$ cat config.mk
export PLATFORM = sky130hd
export DESIGN_NAME = digit_serial_adder
export DESIGN_NICKNAME = d
export VERILOG_FILES = /design/src/rtl/adder_pkg.sv /design/src/rtl/digit_add_cell.sv /design/src/rtl/digit_serial_adder.sv
export SDC_FILE = /design/constraint.sdc
export NUM_CORES = 1
export LEC_CHECK = 0
export BUFFER_PORTS_ARGS = -buffer_cell sky130_fd_sc_hd__buf_4
export CAP_MARGIN = 25
export CORE_MARGIN = 1.5
export CORE_UTILIZATION = 49
export CTS_BUF_LIST = sky130_fd_sc_hd__clkbuf_4 sky130_fd_sc_hd__clkbuf_8
export DETAILED_ROUTE_END_ITERATION = 7
export PLACE_DENSITY = 0.75
export SYNTH_ARGS = -nofsm -noshare
export SYNTH_HDL_FRONTEND = slang
export SYNTH_SLANG_ARGS = --single-unit
$ cat constraint.sdc
create_clock -name clk -period 1.3 [get_ports clk]
set_clock_uncertainty 0.05 [all_clocks]
set_input_delay 0 -clock clk [delete_from_list [all_inputs] [get_ports clk]]
set_output_delay 0 -clock clk [all_outputs]
set_load 0.1 [all_outputs]
$ cat src/rtl/adder_pkg.sv
// Shared definitions for the digit-serial adder: FSM state encoding and a
// constant-evaluable ceil(log2) used to size the digit counter.
package adder_pkg;

  typedef enum logic [1:0] {
    ST_IDLE = 2'd0,
    ST_RUN  = 2'd1,
    ST_DONE = 2'd2
  } state_e;

  function automatic int clog2(input int value);
    int result;
    int rem;
    result = 0;
    rem    = value - 1;
    while (rem > 0) begin
      result = result + 1;
      rem    = rem >> 1;
    end
    return result;
  endfunction

endpackage

$ cat src/rtl/digit_add_cell.sv
// Combinational DIGIT-bit ripple adder made of full-adder slices. Also exposes
// the carry entering its top bit so the caller can form signed overflow.
module digit_add_cell #(
  parameter int DIGIT = 1
) (
  input  logic [DIGIT-1:0] a_i,
  input  logic [DIGIT-1:0] b_i,
  input  logic             c_i,
  output logic [DIGIT-1:0] s_o,
  output logic             c_o,
  output logic             c_msb_o
);

  logic [DIGIT:0] carry;

  always_comb begin
    carry    = '0;
    s_o      = '0;
    carry[0] = c_i;
    for (int i = 0; i < DIGIT; i++) begin
      s_o[i]       = a_i[i] ^ b_i[i] ^ carry[i];
      carry[i + 1] = (a_i[i] & b_i[i]) | (carry[i] & (a_i[i] ^ b_i[i]));
    end
  end

  assign c_o     = carry[DIGIT];
  assign c_msb_o = carry[DIGIT-1];

endmodule

$ cat src/rtl/digit_serial_adder.sv
// Multi-cycle add/subtract: DIGIT bits per clock, LSB digit first, with a
// registered inter-digit carry. Reports carry-out and signed overflow.
module digit_serial_adder
  import adder_pkg::*;
#(
  parameter int WIDTH = 8,
  parameter int DIGIT = 1
) (
  input  logic             clk,
  input  logic             rst_n,
  input  logic             in_valid,
  output logic             in_ready,
  input  logic [WIDTH-1:0] a,
  input  logic [WIDTH-1:0] b,
  input  logic             cin,
  input  logic             sub,
  output logic             out_valid,
  input  logic             out_ready,
  output logic [WIDTH-1:0] sum,
  output logic             cout,
  output logic             ovf,
  output logic [1:0]       dbg_state_o
);

  localparam int NDIG = WIDTH / DIGIT;
  localparam int CW   = (NDIG > 1) ? clog2(NDIG) : 1;

  // Handshake: a transfer happens on a rising edge where valid and ready are
  // both high; in_ready is high only in IDLE, out_valid only in DONE, and a
  // producer/consumer must hold its side steady until that edge.

  state_e           state_q, state_d;
  logic [WIDTH-1:0] a_q, a_d;
  logic [WIDTH-1:0] b_q, b_d;
  logic [WIDTH-1:0] sum_q, sum_d;
  logic             carry_q, carry_d;
  logic             cout_q, cout_d;
  logic             ovf_q, ovf_d;
  logic [CW-1:0]    cnt_q, cnt_d;

  logic [DIGIT-1:0] dig_sum;
  logic             dig_cout;
  logic             dig_cmsb;

  digit_add_cell #(
    .DIGIT(DIGIT)
  ) u_cell (
    .a_i    (a_q[DIGIT-1:0]),
    .b_i    (b_q[DIGIT-1:0]),
    .c_i    (carry_q),
    .s_o    (dig_sum),
    .c_o    (dig_cout),
    .c_msb_o(dig_cmsb)
  );

  always_comb begin
    state_d = state_q;
    a_d     = a_q;
    b_d     = b_q;
    sum_d   = sum_q;
    carry_d = carry_q;
    cout_d  = cout_q;
    ovf_d   = ovf_q;
    cnt_d   = cnt_q;
    case (state_q)
      ST_IDLE: begin
        if (in_valid) begin
          // Subtraction is a + ~b + 1, so B is inverted once here and the
          // "+1" rides in on the initial carry.
          a_d     = a;
          b_d     = b ^ {WIDTH{sub}};
          carry_d = sub ? 1'b1 : cin;
          cnt_d   = '0;
          state_d = ST_RUN;
        end
      end
      ST_RUN: begin
        a_d     = a_q >> DIGIT;
        b_d     = b_q >> DIGIT;
        sum_d   = (sum_q >> DIGIT) | (WIDTH'(dig_sum) << (WIDTH - DIGIT));
        carry_d = dig_cout;
        cnt_d   = cnt_q + CW'(1);
        if (cnt_q == CW'(NDIG - 1)) begin
          cout_d  = dig_cout;
          ovf_d   = dig_cout ^ dig_cmsb;
          state_d = ST_DONE;
        end
      end
      ST_DONE: begin
        if (out_ready) begin
          state_d = ST_IDLE;
        end
      end
      default: state_d = ST_IDLE;
    endcase
  end

  always_ff @(posedge clk or negedge rst_n) begin
    if (!rst_n) begin
      state_q <= ST_IDLE;
      a_q     <= '0;
      b_q     <= '0;
      sum_q   <= '0;
      carry_q <= 1'b0;
      cout_q  <= 1'b0;
      ovf_q   <= 1'b0;
      cnt_q   <= '0;
    end else begin
      state_q <= state_d;
      a_q     <= a_d;
      b_q     <= b_d;
      sum_q   <= sum_d;
      carry_q <= carry_d;
      cout_q  <= cout_d;
      ovf_q   <= ovf_d;
      cnt_q   <= cnt_d;
    end
  end

  assign in_ready    = (state_q == ST_IDLE);
  assign out_valid   = (state_q == ST_DONE);
  assign sum         = sum_q;
  assign cout        = cout_q;
  assign ovf         = ovf_q;
  assign dbg_state_o = state_q;

endmodule

Word-level counts from Yosys, hierarchy flattened
Index checks and enable logic that the tools add are counted.
- output and inout bits: 14
- logic and storage cells: 41
- input bits: 22
- register bits: 32
- reduce and logical (&&, ||, !) cells: 5
- multiplexer cells: 13
- equality and inequality tests: 6
- add/sub/neg operators: 1
- bitwise logic cells: 8
- operators with widths (kind ; count):
    $pmux 8 s2 ; 2
    $mux 8 ; 2
    $or 7x8->8 ; 1
    $xor 8x8->8 ; 1
    $mux 2 ; 3
    $pmux 2 s3 ; 1
    $pmux 3 s2 ; 1
    $ne 2x2->1 const B ; 2
    $reduce_and 2->1 ; 2
    $add 3x1->3 const B ; 1
    $eq 3x3->1 const B ; 1
    $mux 3 ; 1
    $reduce_and 3->1 ; 1
    $xor 1x1->1 ; 3
    $and 1x1->1 ; 2
    $eq 2x1->1 const B ; 1
    $eq 2x2->1 const B ; 1
    $logic_not 2->1 ; 1
    $mux 1 ; 2
    $ne 2x1->1 const B ; 1
    $pmux 1 s2 ; 1
    $reduce_bool 2->1 ; 1
    $or 1x1->1 ; 1

Depth between registers and ports, before layout
Gate-level depths: netlist of the first run.
- depth in word-level cells: 4
- gate-level depth with buffers: 5
- depth with buffers taken out: 5

Modules after synthesis
From an unflattened synthesis of the first run, not the netlist that was laid out.
- cells, all modules: 144
- area total of the unflattened synthesis: 1602.8 um2
- modules (own cells, without submodules) (module ; times used ; area each (um2) ; cells each ; seq. area each (um2)):
    digit_serial_adder ; 1 ; 1575.3 ; 142 ; 800.8
    digit_add_cell ; 1 ; 27.5 ; 2 ; 0.0

Worst setup path after synthesis of the first run
OpenSTA, ideal clock, no wires.
- path kind: reg-to-reg
- start point: reg state_q[1] (netlist: dbg_state_o[1])
- end point: reg state_q[1] (netlist: dbg_state_o[1])
- buffers on the path: 1
- period minus slack after synthesis: 2975 ps
- cell stages (with the launch flop): 5
- setup time: 71 ps
- required time: 1179 ps
- arrival time: 2854 ps
- path slack: -1675 ps
- cell sequence: dfrtp_1 > buf_2 > nor2b_1 > nand2b_1 > nand2_1
- cells in the longest elaborated chain, start to end: 3
- elaborated cells on any way between the ends: 8
- those cells by class: eq/ne: 5; mux: 1; reduce/logical: 2
- RTL lines (what ; line ; source):
    start: declaration ; digit_serial_adder.sv:32 ; state_e state_q, state_d;
    start signal: assignment ; digit_serial_adder.sv:109 ; state_q <= state_d;
    $eq 2x2->1 (*) ; -- ;
    net out_valid ; digit_serial_adder.sv:17 ; output logic out_valid,
    $ne 2x1->1 (no line) ; -- ;
    $reduce_and 3->1 (no line) ; -- ;
The timed path passes the listed nets; every way through them passes the cells marked *.
A chain may end at the register's enable or synchronous reset.

Final worst setup path of the first run
- start point: reg state_q[1] (netlist: dbg_state_o[1])
- end point: reg cout_q (netlist: cout)
- cells in the longest elaborated chain, start to end: 2
- RTL lines (what ; line ; source):
    $eq 2x1->1 ; digit_serial_adder.sv:65 ; case (state_q)
    $reduce_and 2->1 (no line) ; -- ;
    end signal: assignment ; digit_serial_adder.sv:114 ; cout_q <= cout_d;
    end: declaration ; digit_serial_adder.sv:37 ; logic cout_q, cout_d;
Every way passes these cells.

==> results of run 1 <==
-- path summary, 6_finish.rpt --
| kind | slack (ns) | to | from | depth (start not counted) |
|---|---|---|---|---|
| min | 0.02 | b_q[5] | b[5] | 3 |
| min reg2reg | 0.43 | sum[0] | sum[0] | 2 |
| min in group asynchronous | 0.08 | sum[6] | rst_n | 2 |
| max | -0.14 | cout | dbg_state_o[1] | 4 |
| max reg2reg | -0.14 | cout | dbg_state_o[1] | 4 |
| max in group asynchronous | 0.79 | dbg_state_o[0] | rst_n | 2 |
-- sequential cells by signal (all words and copies together) (netlist names) --
register	cells
b_q	8
cout	1
ovf	1
dbg_state_o	2
cnt_q	3
a_q	8
sum	8
carry_q	1
-- critical path, cell delays in order (launching register included) --
cell      delay (ns)
dfrtp_4         0.50
buf_8           0.13
buf_4           0.14
nand3b_1        0.21
mux2_2          0.31
-- through the flow --
step / hold slack (ns) / TNS (ns) / utilization, %
CTS: 0.000328 / -1.15 / 77.4
detailed placement: -0.0954 / -1.01 / 65.7
finish: 0.0163 / -1.50 / 81.2
global placement: -0.0970 / -0.570 / 65.7
floorplan: -0.346 / -4.33 / -
global route: 0.00928 / -2.67 / 81.2
-- cell type report --
type | instances | area [µm²] | share of cell area, %
well taps | 31 | 38.8 | 1.70
flip-flops and latches | 32 | 808 | 35.5
clock inverters | 3 | 42.5 | 1.87
multi-input cells | 97 | 691 | 30.3
clock buffers | 5 | 37.5 | 1.65
repair buffers | 72 | 661 | 29.0
-- power by group through the flow --
stage	combinational (W)	clock [W]	sequential, W
floorplan	0.00126	0	0.00268
global placement	0.00284	0	0.00167
detailed placement	0.00292	0	0.00169
CTS	0.00317	0.000769	0.00167
global route	0.00375	0.000809	0.00176
finish	0.00355	0.000761	0.00171
-- cells in the final DEF, fill, tap and decap left out, drive strengths merged, types with 2 or more instances in the layout --
cell         instances
ha                   2
a22oi                7
nor2b                2
o21ai               10
buf                 60
xor2                 5
a221o                7
nand2               35
a22o                 3
dlygate4sd3         12
dfrtp               32
clkbuf               5
nand2b               4
and3b                4
nor2                 3
xnor2                4
nor3                 3
-- metal layers --
layer  share of wire [%]  up-vias
met1                  41      672
met4                0.85        0
li1                    -      620
met2                  50       73
met3                 7.7        8
met5                   0        -
-- timing repair --
action | 4_1_cts | 5_1_grt
gates cloned | 0 | 1
setup buffers | 7 | 3
pin swaps | 2 | 13
hold endpoints to repair | 42 | 0
endpoints found under the setup margin | 25 | 34
resized for setup | 22 | 23
hold buffers | 12 | 0
-- cell families (layout without fill, tap and decap cells) --
group / count (synthesis) / count (layout) / share of synthesized area (%)
and+or+nand+nor: 53 / 53 / 16.6
DFF: 32 / 32 / 54.3
AOI/OAI and AO/OA: 31 / 31 / 15.9
buffers and inverters: 10 / 80 / 4.07
xor gates and xnor gates: 9 / 9 / 5.34
adders and majority gates: 3 / 3 / 3.05
muxes: 1 / 1 / 0.763
==> flow_summary.toml, run 1 <==
[detailed_routing]
routed_wl_mm = 3.90
initialDrtViolationCount = 83
drt_first_pass_iters = 6
ant_nets = 0
wire_per_inst_um = 16.3
drc = 4
viasPerCell = 5.72
vias = 1373

[cts]
cts.sinks = 32
cts_tree = "yes"
clockBufferDepth = 2
clk_pin_slew_ns = 0.11
cts_root_buf = "clkbuf_4"
cts_made_buffers = 5
cts-htree-levels = 2
clk_latency_ns = 0.33

[power]
seqPwrFrac_pct = 28.4
p_clk_share_pct = 12.6
power_leakage_nw = 1.11
intPower_w = 0.00315
net-switching-power_w = 0.00287
swShare_pct = 47.7
power_density_mw_per_mm2 = 2640
total_power_w = 0.00602
max-vdd-ir-drop_uv = 1670
p_comb_share_pct = 59.0

[floorplanning]
fp.dieW_um = 57.9
boundaryPins = 36
die_y_um = 57.9
dieArea_mm2 = 0.00335
core-area_mm2 = 0.00281
start_util_pct = 52.6
num_rows = 19

[global_routing]
grt_pass1_vias = 1347
met1_usage_pct = 32.6
global_route.overflow_total = 0
antenna_found_initial = 0
track_usage_pct = 23.8
busiest_layer = "met2"
grt_use_met3_pct = 7.37
grt_start_max_net_pins = 33
grt_pass1_wl_mm = 6.04
grt_util_met2_pct = 36.0

[yosys]
netlist_top_cells_area = "dfrtp_1 54%, nand2_1 8.9%, a221o_1 4.7%"
netlist_area_mm2 = 0.00148
ys_warn_count = 0
synthesis.nets = 164
ys_seq_elements = 32
async_flop_share_pct = 100
yosysTopAreaCell = "dfrtp_1"
ys_types = 25
yosys.cell_count.top_type = "nand2_1"
synth_top_area_share_pct = 54.3
synth_flop_cell = "dfrtp_1"
syn_inst = 139
avgSynthCellArea_um2 = 10.6
yosysSeqAreaShare_pct = 54.3
synth-edff-count = 0
netlist_top_cells_count = "35 x nand2_1, 32 x dfrtp_1, 10 x o21ai_0, 7 x a221o_1, 7 x a22oi_1"

[timing]
setup_viol = 27
fin_crit_sh_pct = 111
tightest_slew_ns = 0.403
min_period_ns = 1.44
rsz0062_at_grt = "yes"
slew_viol_final = 0
slew-limit-headroom_pct = 73.2
hold_violations = 0
layout_setup_ws_ns = -0.141
fmax_ghz = 0.694

[cells_and_area]
synthToLayoutAreaGrowth_pct = 54.5
nets = 233
final_area_mm2 = 0.00228
layout-drive-gt1-share_pct = 44.0
antenna_cells = 0
nFillCells = 165
final_cells = 240

[run]
drv_cap = 0

[critical_path]
end_kind = "flip-flop"
cp-start-kind = "flip-flop"
crit_fanout = 6
critical_path_required_ns = 1.48
crit_type = "flip-flop to flip-flop"
cp.arrival_ns = 1.62

[status]
outcome = "finished, violations left"
violations = "design-rule violations, negative setup slack"

[place]
port-buffer-count = 35
hpwl_mm = 2.22
dp.cells = 209
placed_cell_area_mm2 = 0.00184
place_congestion = 0.766
preCtsSetupSlack_ns = -0.118

[min_path]
hold_path.class = "input port to flip-flop"
No activity file was read; power rests on OpenSTA's default activity.
==> run 2, diff against run 1 <==
--- a/config.mk
+++ b/config.mk
@@ -8,10 +8,11 @@
 export BUFFER_PORTS_ARGS = -buffer_cell sky130_fd_sc_hd__buf_4
 export CAP_MARGIN = 25
 export CORE_MARGIN = 1.5
-export CORE_UTILIZATION = 49
+export CORE_UTILIZATION = 50
 export CTS_BUF_LIST = sky130_fd_sc_hd__clkbuf_4 sky130_fd_sc_hd__clkbuf_8
 export DETAILED_ROUTE_END_ITERATION = 7
-export PLACE_DENSITY = 0.75
+export PLACE_DENSITY = 0.76
 export SYNTH_ARGS = -nofsm -noshare
 export SYNTH_HDL_FRONTEND = slang
+export SYNTH_HIERARCHICAL = 1
 export SYNTH_SLANG_ARGS = --single-unit
==> run 2 against run 1 <==
The flow finishes with violations (negative setup slack). Sequential cell count is the same. Largest cell class is now multi-input combinational cells. Clock-buffer cell count grew 3. Sequential power grew 3%. Critical path type unchanged.
==> flow_summary.toml, run 2 <==
[global_routing]
antenna_found_initial = 0
track_usage_pct = 25.9
grt_pass1_wl_mm = 6.77
global_route.overflow_total = 0
grt_start_max_net_pins = 33
grt_pass1_vias = 1493

[run]
drv_cap = 0

[detailed_routing]
ant_nets = 0
initialDrtViolationCount = 61
viasPerCell = 5.52
wire_per_inst_um = 16.5
vias = 1453
drc = 0
routed_wl_mm = 4.33
drt_first_pass_iters = 4

[yosys]
netlist_top_cells_area = "dfrtp_1 50%, mux2_1 7.0%, a22oi_1 4.7%"
netlist_area_mm2 = 0.00160
ys_seq_elements = 32
yosysTopAreaCell = "dfrtp_1"
netlist_top_cells_count = "32 x dfrtp_1, 10 x a21oi_1, 10 x a22oi_1, 10 x mux2_1, 10 x o21ai_1"
synthesis.nets = 169
ys_types = 30
syn_inst = 144
yosys.cell_count.top_type = "dfrtp_1"
synth-edff-count = 0
synth_flop_cell = "dfrtp_1"
async_flop_share_pct = 100
yosysSeqAreaShare_pct = 50.0
ys_warn_count = 6
avgSynthCellArea_um2 = 11.1
synth_top_area_share_pct = 50.0

[timing]
fmax_ghz = 0.687
layout_setup_ws_ns = -0.157
finalSetupTns_ns = -3.05
min_period_ns = 1.46
rsz0062_at_grt = "yes"
slew-limit-headroom_pct = 73.3
fin_crit_sh_pct = 112
tightest_slew_ns = 0.401
hold_violations = 0
setup_viol = 33
slew_viol_final = 0

[cells_and_area]
synthToLayoutAreaGrowth_pct = 59.6
nets = 243
mostFrequentLayoutCell = "buf_4"
antenna_cells = 0
final_area_mm2 = 0.00256
layout-drive-gt1-share_pct = 46.6
most-common-layout-cells = "49 x buf_4, 30 x dfrtp_1, 15 x dlygate4sd3_1, 11 x mux2_4"
fin_util_pct = 83.8

[power]
max-vdd-ir-drop_uv = 1220
power_density_mw_per_mm2 = 2560
power_leakage_nw = 1.22

[floorplanning]
start_util_pct = 52.5
core-area_mm2 = 0.00305
num_rows = 20
fp.dieW_um = 59.6
die_y_um = 59.6
dieArea_mm2 = 0.00355
boundaryPins = 36

[cts]
clk_pin_slew_ns = 0.10
clk_latency_ns = 0.33
cts-htree-levels = 2
cts.sinks = 32
cts_tree = "yes"
cts_root_buf = "clkbuf_4"
clockBufferDepth = 2
cts_made_buffers = 5

[critical_path]
path_depth = 4
cp-start-kind = "flip-flop"
reg2reg_setup_slack_ns = -0.16
rr_worst_depth = 4
path_buf_inv = 2
timing.rr.start = "dbg_state_o[1]"
slowest_stage = "dfrtp_4"
critical_path_required_ns = 1.48
cpPeakStageDelay_ns = 0.53
crit_fanout = 4
crit_chain = "buf_6 -> buf_4 -> or2_4 -> mux2_4"
end_kind = "flip-flop"
crit_family = "flip-flops"
reg2reg_to = "cnt_q[0]"
cp.arrival_ns = 1.64
crit_type = "flip-flop to flip-flop"

[place]
hpwl_mm = 2.40
placed_cell_area_mm2 = 0.00201
port-buffer-count = 35
place_congestion = 0.825

[min_path]
hold_end = "b_q[2]"
hold_depth = 4
hold_start = "b[2]"
hold_path.class = "input port to flip-flop"

[status]
outcome = "finished, violations left"
violations = "negative setup slack"
[run 2: changes by cell type in the layout (fill, tap and decap cells not counted), moves of 4 or more]
cell / delta
mux2_4: +11
o32ai_2: +5
nand2_2: -10
and3b_1: -4
and2b_1: +6
xnor2_1: +4
nand2_1: -21
inv_1: +6
a21oi_1: +9
[run 2: power by group]
group | switching, W | total (W) | internal (W)
clock network | 0.000330 | 0.000669 | 0.000339
logic | 0.00237 | 0.00412 | 0.00174
registers | 0.000340 | 0.00176 | 0.00142
[run 2: worst max path at each step]
stage | startpoint | endpoint | slack (ns)
3_3_place_gp | a_q[0] | ovf | -0.14
2_1_floorplan | dbg_state_o[0] | cout | -0.25
6_report | dbg_state_o[1] | cnt_q[0] | -0.16
3_5_place_dp | a_q[0] | ovf | -0.18
5_1_grt | dbg_state_o[1] | in_ready | -0.19
4_1_cts | dbg_state_o[1] | in_ready | -0.14
[run 2: area by class of cell]
class | count | area (µm²)
sequential | 32 | 808
fill | 170 | 494
tap | 44 | 55.1
clock buffer | 8 | 72.6
multi-input combinational | 93 | 851
inverter | 7 | 30.0
timing repair buffer | 79 | 742
[run 2: logic make-up after synthesis]
logic type	synth area share [%]
muxes	8.35
adders and majority gates	2.81
xor gates and xnor gates	4.92
AOI/OAI and AO/OA	19.6
DFF	50.0
and+or+nand+nor	8.74
buffers and inverters	5.62
[run 2: repair_timing]
item / 4_1_cts / 5_1_grt
hold buffers: 15 / 0
pin swaps: 6 / 5
cloned: 1 / 1
setup buffers: 10 / 1
hold endpoints to repair: 46 / 0
setup endpoints to repair: 30 / 35
resized for setup: 39 / 14
[run 2: per-layer routing]
metal	wire (µm)	part of all wire (%)	vias up	GRT usage (%)
met5	0	0	-	0
met4	108	2.5	0	11.7
met3	247	5.7	10	4.80
met2	2230	51	56	45.4
met1	1750	40	724	30.7
li1	-	-	663	-
[run 2: tightest hold or removal path: cells and delay by family]
family / cells / cell delay [ns]
compound gates: 2 / 0.23
xor+xnor: 1 / 0.06
buf+inv: 1 / 0.08
[run 2: per-stage QoR]
step | hold slack, ns | total power [W] | cells | setup WS [ns]
6_report | 0.0222 | 0.00655 | 263 | -0.157
5_1_grt | 0.0292 | 0.00684 | 263 | -0.187
4_1_cts | 0.0127 | 0.00614 | 261 | -0.142
3_5_place_dp | -0.0892 | 0.00497 | 227 | -0.182
3_3_place_gp | -0.0936 | 0.00485 | 227 | -0.137
2_1_floorplan | -0.346 | 0.00419 | 144 | -0.248
